--- src/rtl/mpeg2_pkg.sv ---
// Shared MPEG-2 motion-estimation definitions.
// Holds the frame geometry used to turn pixel coordinates into frame-memory
// byte addresses, plus the coordinate and pixel types shared by the blocks.
package mpeg2_pkg;

  localparam int FRAME_W     = 352;  // visible frame width in pixels
  localparam int FRAME_H     = 288;  // visible frame height in pixels
  localparam int STRIDE_LOG2 = 9;    // line stride is 512 bytes
  localparam int FRAME_BASE  = 0;    // byte address of pixel (0,0)
  localparam int COORD_W     = 12;
  localparam int PIX_W       = 8;

  typedef logic signed [COORD_W-1:0] coord_t;
  typedef logic [PIX_W-1:0]          pixel_t;

endpackage

--- src/rtl/ref_fetch_cmdq.sv ---
// Command queue for ref_fetch: synchronous FIFO of memory byte addresses.
// Ports:
//   clk, reset      clock, asynchronous active-high reset (clears pointers/count)
//   push, push_data write one entry (ignored when full)
//   pop             drop the head entry (ignored when empty)
//   head            current head entry
//   count           number of entries held (0..DEPTH)
//   full, empty     count == DEPTH, count == 0
module ref_fetch_cmdq #(
  parameter int W     = 20,
  parameter int DEPTH = 4
) (
  input  logic                     clk,
  input  logic                     reset,
  input  logic                     push,
  input  logic [W-1:0]             push_data,
  input  logic                     pop,
  output logic [W-1:0]             head,
  output logic [$clog2(DEPTH):0]   count,
  output logic                     full,
  output logic                     empty
);

  localparam int PW = $clog2(DEPTH);

  logic [W-1:0]  mem_q [DEPTH];
  logic [PW-1:0] wr_ptr_q, wr_ptr_d;
  logic [PW-1:0] rd_ptr_q, rd_ptr_d;
  logic [PW:0]   count_q, count_d;
  logic          do_push, do_pop;

  assign full    = (count_q == (PW+1)'(DEPTH));
  assign empty   = (count_q == '0);
  assign count   = count_q;
  assign head    = mem_q[rd_ptr_q];
  assign do_push = push && !full;
  assign do_pop  = pop && !empty;

  // DEPTH is a power of two, so the pointers wrap naturally.
  always_comb begin
    wr_ptr_d = wr_ptr_q;
    rd_ptr_d = rd_ptr_q;
    count_d  = count_q;
    if (do_push) wr_ptr_d = wr_ptr_q + 1'b1;
    if (do_pop)  rd_ptr_d = rd_ptr_q + 1'b1;
    unique case ({do_push, do_pop})
      2'b10:   count_d = count_q + 1'b1;
      2'b01:   count_d = count_q - 1'b1;
      default: count_d = count_q;
    endcase
  end

  always_ff @(posedge clk or posedge reset) begin
    if (reset) begin
      wr_ptr_q <= '0;
      rd_ptr_q <= '0;
      count_q  <= '0;
    end else begin
      wr_ptr_q <= wr_ptr_d;
      rd_ptr_q <= rd_ptr_d;
      count_q  <= count_d;
    end
  end

  // Storage carries data only; validity comes from count/pointers.
  always_ff @(posedge clk) begin
    if (do_push) mem_q[wr_ptr_q] <= push_data;
  end

endmodule

--- src/rtl/ref_fetch.sv ---
// Previous-frame pixel fetch (responder side of the pixel request interface).
// Each accepted request (mx,my) becomes a byte read of frame memory at
// (base_x+mx, base_y+my); pixels come back in request order on m_valid/m_px.
// Build option: define REF_FETCH_CLAMP_EN to clamp coordinates into the
// visible frame (edge-pixel replication); otherwise raw sums form the address.
// Ports:
//   clk, reset                 clock, asynchronous active-high reset
//   start, base_x, base_y      load search-window origin (only when idle)
//   mx, my, mreq               pixel request, accepted when m_wait=0
//   m_wait                     command queue full, no request taken
//   m_valid, m_px              returned pixel, one-cycle pulse
//   busy                       queue, reads in flight or return pending
//   mem_addr, mem_read         read master command
//   mem_waitrequest            memory stall, command held
//   mem_readdata, mem_readdatavalid  in-order read return
module ref_fetch
  import mpeg2_pkg::*;
#(
  parameter int ADDR_W    = 20,
  parameter int CMD_DEPTH = 4,
  parameter int MAX_OUT   = 8
) (
  input  logic              clk,
  input  logic              reset,
  input  logic              start,
  input  coord_t            base_x,
  input  coord_t            base_y,
  input  logic [3:0]        mx,
  input  logic [3:0]        my,
  input  logic              mreq,
  output logic              m_wait,
  output logic              m_valid,
  output pixel_t            m_px,
  output logic              busy,
  output logic [ADDR_W-1:0] mem_addr,
  output logic              mem_read,
  input  logic              mem_waitrequest,
  input  pixel_t            mem_readdata,
  input  logic              mem_readdatavalid
);

  localparam int CW = $clog2(CMD_DEPTH);
  localparam int OW = $clog2(MAX_OUT + 1);

  coord_t            base_x_q, base_x_d, base_y_q, base_y_d;
  logic [OW-1:0]     out_q, out_d;
  logic              m_valid_q, m_valid_d;
  pixel_t            m_px_q, m_px_d;

  coord_t            x_raw, y_raw, x_c, y_c;
  logic [ADDR_W-1:0] x_ext, y_ext, addr;
  logic              load, push, pop, rdv_ok;
  logic              q_full, q_empty;
  logic [CW:0]       q_count;
  logic [ADDR_W-1:0] q_head;

`ifdef REF_FETCH_CLAMP_EN
  function automatic coord_t clamp_coord(coord_t v, coord_t hi);
    if (v < coord_t'(0)) return '0;
    if (v > hi)          return hi;
    return v;
  endfunction
`endif

  assign busy     = (q_count != '0) || (out_q != '0) || m_valid_q;
  assign m_wait   = q_full;
  assign load     = start && !busy;
  assign push     = mreq && !m_wait;
  assign mem_read = !q_empty && (out_q < OW'(MAX_OUT));
  assign pop      = mem_read && !mem_waitrequest;
  assign mem_addr = mem_read ? q_head : '0;
  // Returns with nothing outstanding belong to reads discarded by reset.
  assign rdv_ok   = mem_readdatavalid && (out_q != '0);
  assign m_valid  = m_valid_q;
  assign m_px     = m_px_q;

  always_comb begin
    base_x_d = load ? base_x : base_x_q;
    base_y_d = load ? base_y : base_y_q;

    // A request accepted alongside start already sees the new origin.
    x_raw = base_x_d + coord_t'({8'b0, mx});
    y_raw = base_y_d + coord_t'({8'b0, my});
`ifdef REF_FETCH_CLAMP_EN
    x_c = clamp_coord(x_raw, coord_t'(FRAME_W - 1));
    y_c = clamp_coord(y_raw, coord_t'(FRAME_H - 1));
`else
    x_c = x_raw;
    y_c = y_raw;
`endif
    x_ext = {{(ADDR_W-COORD_W){x_c[COORD_W-1]}}, x_c};
    y_ext = {{(ADDR_W-COORD_W){y_c[COORD_W-1]}}, y_c};
    addr  = ADDR_W'(FRAME_BASE) + (y_ext << STRIDE_LOG2) + x_ext;

    unique case ({pop, rdv_ok})
      2'b10:   out_d = out_q + 1'b1;
      2'b01:   out_d = out_q - 1'b1;
      default: out_d = out_q;
    endcase

    m_valid_d = rdv_ok;
    m_px_d    = rdv_ok ? mem_readdata : m_px_q;
  end

  ref_fetch_cmdq #(
    .W     (ADDR_W),
    .DEPTH (CMD_DEPTH)
  ) u_cmdq (
    .clk       (clk),
    .reset     (reset),
    .push      (push),
    .push_data (addr),
    .pop       (pop),
    .head      (q_head),
    .count     (q_count),
    .full      (q_full),
    .empty     (q_empty)
  );

  always_ff @(posedge clk or posedge reset) begin
    if (reset) begin
      base_x_q  <= '0;
      base_y_q  <= '0;
      out_q     <= '0;
      m_valid_q <= 1'b0;
      m_px_q    <= '0;
    end else begin
      base_x_q  <= base_x_d;
      base_y_q  <= base_y_d;
      out_q     <= out_d;
      m_valid_q <= m_valid_d;
      m_px_q    <= m_px_d;
    end
  end

endmodule

--- config.mk ---
export PLATFORM = sky130hd
export DESIGN_NAME = ref_fetch
export DESIGN_NICKNAME = d
export VERILOG_FILES = /design/src/rtl/mpeg2_pkg.sv /design/src/rtl/ref_fetch_cmdq.sv /design/src/rtl/ref_fetch.sv
export SDC_FILE = /design/constraint.sdc
export NUM_CORES = 1
export LEC_CHECK = 0
export ABC_AREA = 1
export CORE_AREA = 2 2 119 121
export CTS_CLUSTER_SIZE = 28
export DETAILED_ROUTE_END_ITERATION = 8
export DIE_AREA = 0 0 121 123
export PLACE_DENSITY = 0.74
export SYNTH_ARGS = -nofsm -noshare
export SYNTH_HDL_FRONTEND = slang
export SYNTH_SLANG_ARGS = --single-unit
--- constraint.sdc ---
create_clock -name clk -period 4.7 [get_ports clk]
set_clock_uncertainty 0.15 [all_clocks]
set_input_delay 1.41 -clock clk [delete_from_list [all_inputs] [get_ports clk]]
set_output_delay 1.41 -clock clk [all_outputs]
set_load 0.05 [all_outputs]
## Word-level counts from Yosys, hierarchy flattened

Memory sizes are Yosys's and may differ from the RTL's.
Cells that the tools add are included.

- Equality and inequality tests: 5
- $lt $le $gt $ge: 1
- Add/sub/neg operators: 9
- Reduce and logical (&&, ||, !) cells: 18
- Multiplexer cells: 7

Operator list:

| operator | number |
|---|---|
| 12-bit two-way mux | 2 |
| 20-bit adder | 1 |
| 20-bit two-way mux | 1 |
| 12-bit by 5-bit adder with 12-bit output | 1 |
| 11-bit by 5-bit adder with 11-bit output | 1 |
| 4-bit case mux with 2 select lines | 1 |
| 1-bit logical AND | 7 |
| 3-bit case mux with 2 select lines | 1 |
| 2-bit by 1-bit adder with 2-bit output (second input constant) | 2 |
| 4-bit by 1-bit adder with 4-bit output (second input constant) | 1 |
| 2-bit by 1-bit == test with 1-bit output (second input constant) | 2 |
| 2-bit == test (second input constant) | 2 |
| 1-bit zero test | 4 |
| 4-bit less-than comparator (second input constant) | 1 |
| 2-bit nonzero test | 2 |
| 4-bit nonzero test | 1 |
| 4-bit by 1-bit subtractor with 4-bit output (second input constant) | 1 |
| 3-bit by 1-bit adder with 3-bit output (second input constant) | 1 |
| 3-bit == test (second input constant) | 1 |
| 3-bit zero test | 1 |
| 3-bit nonzero test | 1 |
| 3-bit by 1-bit subtractor with 3-bit output (second input constant) | 1 |
| 1-bit logical OR | 2 |
| 1-bit two-way mux | 2 |

- Register bits: 44
- Input bits: 46
- Memories: 1
- Output and inout bits: 32
- Bits in writable memories: 80
- Word-level logic and storage cells: 49

Memories:

| memory | depth | bits a word | read ports | clocked after Yosys merged registers in | wr ports | RTL line | RTL |
|---|---|---|---|---|---|---|---|
| u_cmdq.mem_q | 4 | 20 | 1 | 0 | 1 | ref_fetch_cmdq.sv:26 | `logic [W-1:0] mem_q [DEPTH];` |

## Depth between registers and ports, before layout

- Depth after elaboration: 8
- Gate-level depth with buffers: 27
- Depth with buffers taken out: 26

## By module

From an unflattened synthesis, not the netlist that was laid out.

- Cell total of the unflattened synthesis: 679
- Area, all modules: 6,653.9 um^2

Modules (own cells, without submodules):

| module | instances | seq. area each (um^2) | cells an instance | area each (um^2) |
|---|---|---|---|---|
| ref_fetch_cmdq | 1 | 2,577.5 | 295 | 3,651.0 |
| ref_fetch | 1 | 900.9 | 384 | 3,002.9 |

## Worst setup path after synthesis

OpenSTA, ideal clock, no wires.

- Path type: input to register
- From: input port start
- To: memory u_cmdq.mem_q[0][18] (data pin)
- Required time: 4.284 ns
- Setup time: 0.266 ns
- Slack: -0.073 ns
- Cell stages on the path: 19
- Arrival time: 4.357 ns
- Path buffers: 2
- Path through: buf_2 -> nand3_4 -> inv_1 -> clkbuf_1 -> nand2_1 -> nand2_1 -> ha_1 -> inv_1 -> fa_1 -> o21ai_0 -> nand3_1 -> xor2_1 -> ha_1 -> a21oi_1 -> nor3_1 -> nor2_1 -> nand3_1 -> nand2_1 -> nand2_1

- Longest elaborated chain between the ends: 4
- Elaborated cells on any way between the ends: 6
- Those cells by class: add/sub: 3; mux: 2; reduce/logical: 1

Ends and longest elaborated chain:

| element | RTL line | RTL |
|---|---|---|
| start: declaration | ref_fetch.sv:25 | `input logic start,` |
| 1-bit logical AND | ref_fetch.sv:67 | `assign load = start && !busy;` |
| 12-bit two-way mux | ref_fetch.sv:79 | `base_y_d = load ? base_y : base_y_q;` |
| via base_y_d[0] | ref_fetch.sv:45 | `coord_t base_x_q, base_x_d, base_y_q, base_y_d;` |
| 11-bit by 5-bit adder with 11-bit output | ref_fetch.sv:83 | `y_raw = base_y_d + coord_t'({8'b0, my});` |
| 20-bit adder | ref_fetch.sv:93 | `addr = ADDR_W'(FRAME_BASE) + (y_ext << STRIDE_LOG2) + x_ext;` |
| via addr[18] | ref_fetch.sv:51 | `logic [ADDR_W-1:0] x_ext, y_ext, addr;` |
| end: declaration | ref_fetch_cmdq.sv:26 |  |

The timed path passes the listed nets, and every way through them passes these cells.

## Worst setup path after layout

- From: input port start
- To: memory u_cmdq.mem_q[0][19] (data pin)

- Longest elaborated chain between the ends: 4
- Elaborated cells on any way between the ends: 6
- Those cells by class: add/sub: 3; mux: 2; reduce/logical: 1

Ends and longest elaborated chain:

| element | RTL line | RTL |
|---|---|---|
| 1-bit logical AND | ref_fetch.sv:67 |  |
| 12-bit two-way mux | ref_fetch.sv:78 | `base_x_d = load ? base_x : base_x_q;` |
| via base_x_d[1] | ref_fetch.sv:45 |  |
| 12-bit by 5-bit adder with 12-bit output | ref_fetch.sv:82 | `x_raw = base_x_d + coord_t'({8'b0, mx});` |
| 20-bit adder | ref_fetch.sv:93 |  |
| via addr[19] | ref_fetch.sv:51 |  |

The timed path passes the listed nets, and every way through them passes these cells.

==> impl_metrics.csv <==
group,metric,value,unit
route,drtIter0Drc,276,
route,dr.pass1.iters,5,
yosys,synth_fp_nets,757,
route,drtAntennaViolNets,0,
clock_network,cts_inserted_buffers,17,
setup_path,cpMaxStageDelayCell,"ha_1",
cells_and_area,layout_common_cells,"nand2_1, nor2_1, edfxtp_1",
clock_network,clk_pin_slew_worst_paths,0.06,ns
yosys,syn_avg_cell_area,9.41,sq um
timing,slew_headroom,36.4,%
floorplan,core,0.0136,sq mm
floorplan,initial_utilization,47.4,%
clock_network,cts_tree,"done",
status,status,"complete, no violations",
setup_path,start_kind,"input port",
power,power,5.70,mW
hold_path,whs_path_depth,2,
yosys,synthCells,685,
place,gp_congestion,0.921,
route,remaining_drc_errors,0,
yosys,yosysUniqueCellTypes,35,
clock_network,root_buffer,"clkbuf_16",
yosys,synth_top_area_cell,"edfxtp_1",
floorplan,io_pins,78,
hold_path,hold_path_startpoint,"m_px[5]$_DFFE_PP0P_",
timing,rsz0062_at_grt,"false",
global_routing,grt_antenna_before_repair,0,
place,place_area,0.00775,sq mm
yosys,syn_area,0.00645,sq mm
timing,fmax,0.225,GHz
global_routing,grt_max_degree,43,
power,p_leak,3.66,nW
power,power_density,674,mW/mm^2
setup_path,max_stage_delay,0.28,ns
setup_path,path_common_cell,"nand2_1",
timing,final-max-slew-violation-count,0,
floorplan,rows,43,
setup_path,arrival,4.44,ns
yosys,yosys_warnings,0,
cells_and_area,n_antenna_cell,0,
cells_and_area,drive_gt1_share,19.7,%
global_routing,grt_overflow,0,
timing,worst_pin_slew,0.951,ns
flow_run,cap_violations,0,
hold_path,hold_end,"m_px[5]$_DFFE_PP0P_",
clock_network,h-tree-depth,4,
hold_path,hp-class,"flop to flop",
clock_network,cts.sinks,123,
setup_path,reg2reg_to,"u_cmdq.mem_q[0][19]$_DFFE_PP_",
global_routing,grt_util_all_layers,21.7,%
cells_and_area,design_area,0.00845,sq mm
yosys,synth-seq-area-share,53.9,%
route,via_per_inst,5.10,
place,port_buffers,76,
clock_network,clk_latency,0.41,ns
setup_path,reg2reg_from,"u_cmdq.count[1]$_DFFE_PP0P_",
floorplan,dieHeight,123,um
setup_path,crit_start,"start",
cells_and_area,fin_nets,891,
clock_network,cts_hold_buf,0,
setup_path,crit_fanout,5,
yosys,synthTopCellsByArea,"edfxtp_1, dfrtp_1, nand2_1",
floorplan,die-area,0.0149,sq mm
timing,min_period_over_period,94.7,%
setup_path,reg2reg_depth,27,
setup_path,cp.required,4.69,ns
global_routing,grt_pass1_vias,5266,
clock_network,clockBufferDepth,2,
route,wl_per_cell,14.9,um
yosys,ys_ff_latch,123,
floorplan,die_w,121,um
timing,setup_viol,0,
global_routing,grt_pass1_wl,24800,um
power,peakVddDrop,0.281,mV
yosys,synth_top_area_share,37.3,%
setup_path,end_kind,"flop",
timing,hold_viol,0,
cells_and_area,area_growth_syn_to_layout,31.1,%
cells_and_area,nFillCells,1053,
route,totalWireLength,15100,um
cells_and_area,final_common_cell,"nand2_1",
setup_path,critPathBufInv,5,
setup_path,crit_type,"input port to flop",
timing,post-route-min-period,4.45,ns
route,via_count,5163,
setup_path,path_delay_family,"simple AND/OR/NAND/NOR gates",
place,hpwl,10100,um
setup_path,r2r_slack,0.66,ns
-- cell usage after synthesis, drive strengths merged --
| cell type | instances |
|---|---|
| nand3 | 44 |
| inv | 65 |
| buf | 7 |
| or2 | 3 |
| xor2 | 19 |
| o21ai | 52 |
| ha | 21 |
| xnor2 | 12 |
| a21oi | 31 |
| clkbuf | 14 |
| nor2 | 118 |
| a31oi | 1 |
| clkinv | 1 |
| a211oi | 1 |
| edfxtp | 80 |
| nand2 | 161 |
| nor3 | 3 |
| dfrtp | 43 |
| nand4 | 3 |
| o21bai | 1 |
| fa | 5 |
-- flip-flops by register name, summed over array words and instances, names as in the netlist --
register and count:
base_x_q 12, m_px 8, u_cmdq.count 3, m_valid 1
out_q 4, u_cmdq.wr_ptr_q 2, u_cmdq.rd_ptr_q 2, u_cmdq.mem_q 80
base_y_q 11
-- power by group --
part | total, mW | internal [mW] | switching (mW)
Clock | 1.23 | 0.785 | 0.446
Sequential | 1.69 | 1.59 | 0.102
Combinational | 2.78 | 0.948 | 1.83
Total | 5.70 | 3.32 | 2.38
-- layer usage --
layer	vias to the layer above	routed length (um)	global-route usage, %
li1	2503	-	-
met1	2443	6020	25.5
met2	184	7750	37.7
met3	33	1030	6.18
met4	0	331	8.65
met5	-	0	0
-- worst max-delay path by stage --
stage,to,cells past startpoint
floorplan,u_cmdq.mem_q[0][15]$_DFFE_PP_,22
detailed placement,u_cmdq.mem_q[0][14]$_DFFE_PP_,19
global route,u_cmdq.mem_q[2][19]$_DFFE_PP_,25
global placement,u_cmdq.mem_q[1][16]$_DFFE_PP_,17
CTS,u_cmdq.mem_q[0][16]$_DFFE_PP_,20
finish,u_cmdq.mem_q[0][19]$_DFFE_PP_,25
-- logic make-up (layout without fill, tap and decap cells) --
kind of cell / Yosys count / in the layout / share of synthesized area, %
flip-flops: 123 / 123 / 53.9
AO/OA/AOI/OAI: 86 / 86 / 6.95
adder cells (fa/ha/maj): 26 / 26 / 5.63
AND/OR/NAND/NOR: 332 / 332 / 23.8
buffers and inverters: 87 / 234 / 5.49
XOR/XNOR: 31 / 31 / 4.21
-- worst reg2reg max path, stage by stage, from the launching register on --
cell and delay (ns):
dfrtp_1 0.41, nor2_2 0.19, nand2_2 0.10, nor2_4 0.11, nand3_4 0.10, buf_12 0.15
nand2_1 0.08, nand2_2 0.08, ha_4 0.28, nand3_1 0.10, nand2_1 0.11, nand2_1 0.06
nand2_1 0.10, nand3_2 0.12, nor2_4 0.17, buf_4 0.14, nand3_1 0.14, nand2_4 0.13
ha_1 0.29, buf_4 0.16, inv_1 0.08, nor2_2 0.05, nand2_1 0.06, nand2_1 0.07
nand2_1 0.10, nand3_1 0.10, nand2_1 0.09, nand2_1 0.09
-- layout make-up --
| cell class | instances | area (sq um) | area share, % |
|---|---|---|---|
| tap | 180 | 225 | 2.66 |
| sequential | 123 | 3480 | 41.1 |
| clock buffer | 26 | 500 | 5.92 |
| timing repair buffer | 136 | 1220 | 14.4 |
| inverter | 66 | 251 | 2.98 |
| multi-input combinational | 475 | 2720 | 32.1 |
| clock inverter | 6 | 63.8 | 0.755 |
-- what timing repair did --
action                     4_1_cts  5_1_grt
setup endpoints to repair       28       36
buffers inserted                 1        3
resized for setup               12       10
cloned                           0        0
pin swaps                        4        2
-- metrics by stage --
step | instances | TNS, ns | utilization (%) | worst slack, ns | hold slack (ns)
after floorplan | 685 | 0 | - | 0.0116 | 0.298
after detailed placement | 976 | -14.99 | 57.0 | -0.479 | 0.318
after global routing | 1012 | 0 | 62.1 | 0.0204 | 0.366
after global placement | 976 | -11.62 | 57.0 | -0.397 | 0.312
final | 1012 | 0 | 62.1 | 0.251 | 0.336
after CTS | 1009 | 0 | 61.6 | 0.00795 | 0.335
No activity file was read; power rests on OpenSTA's default activity.
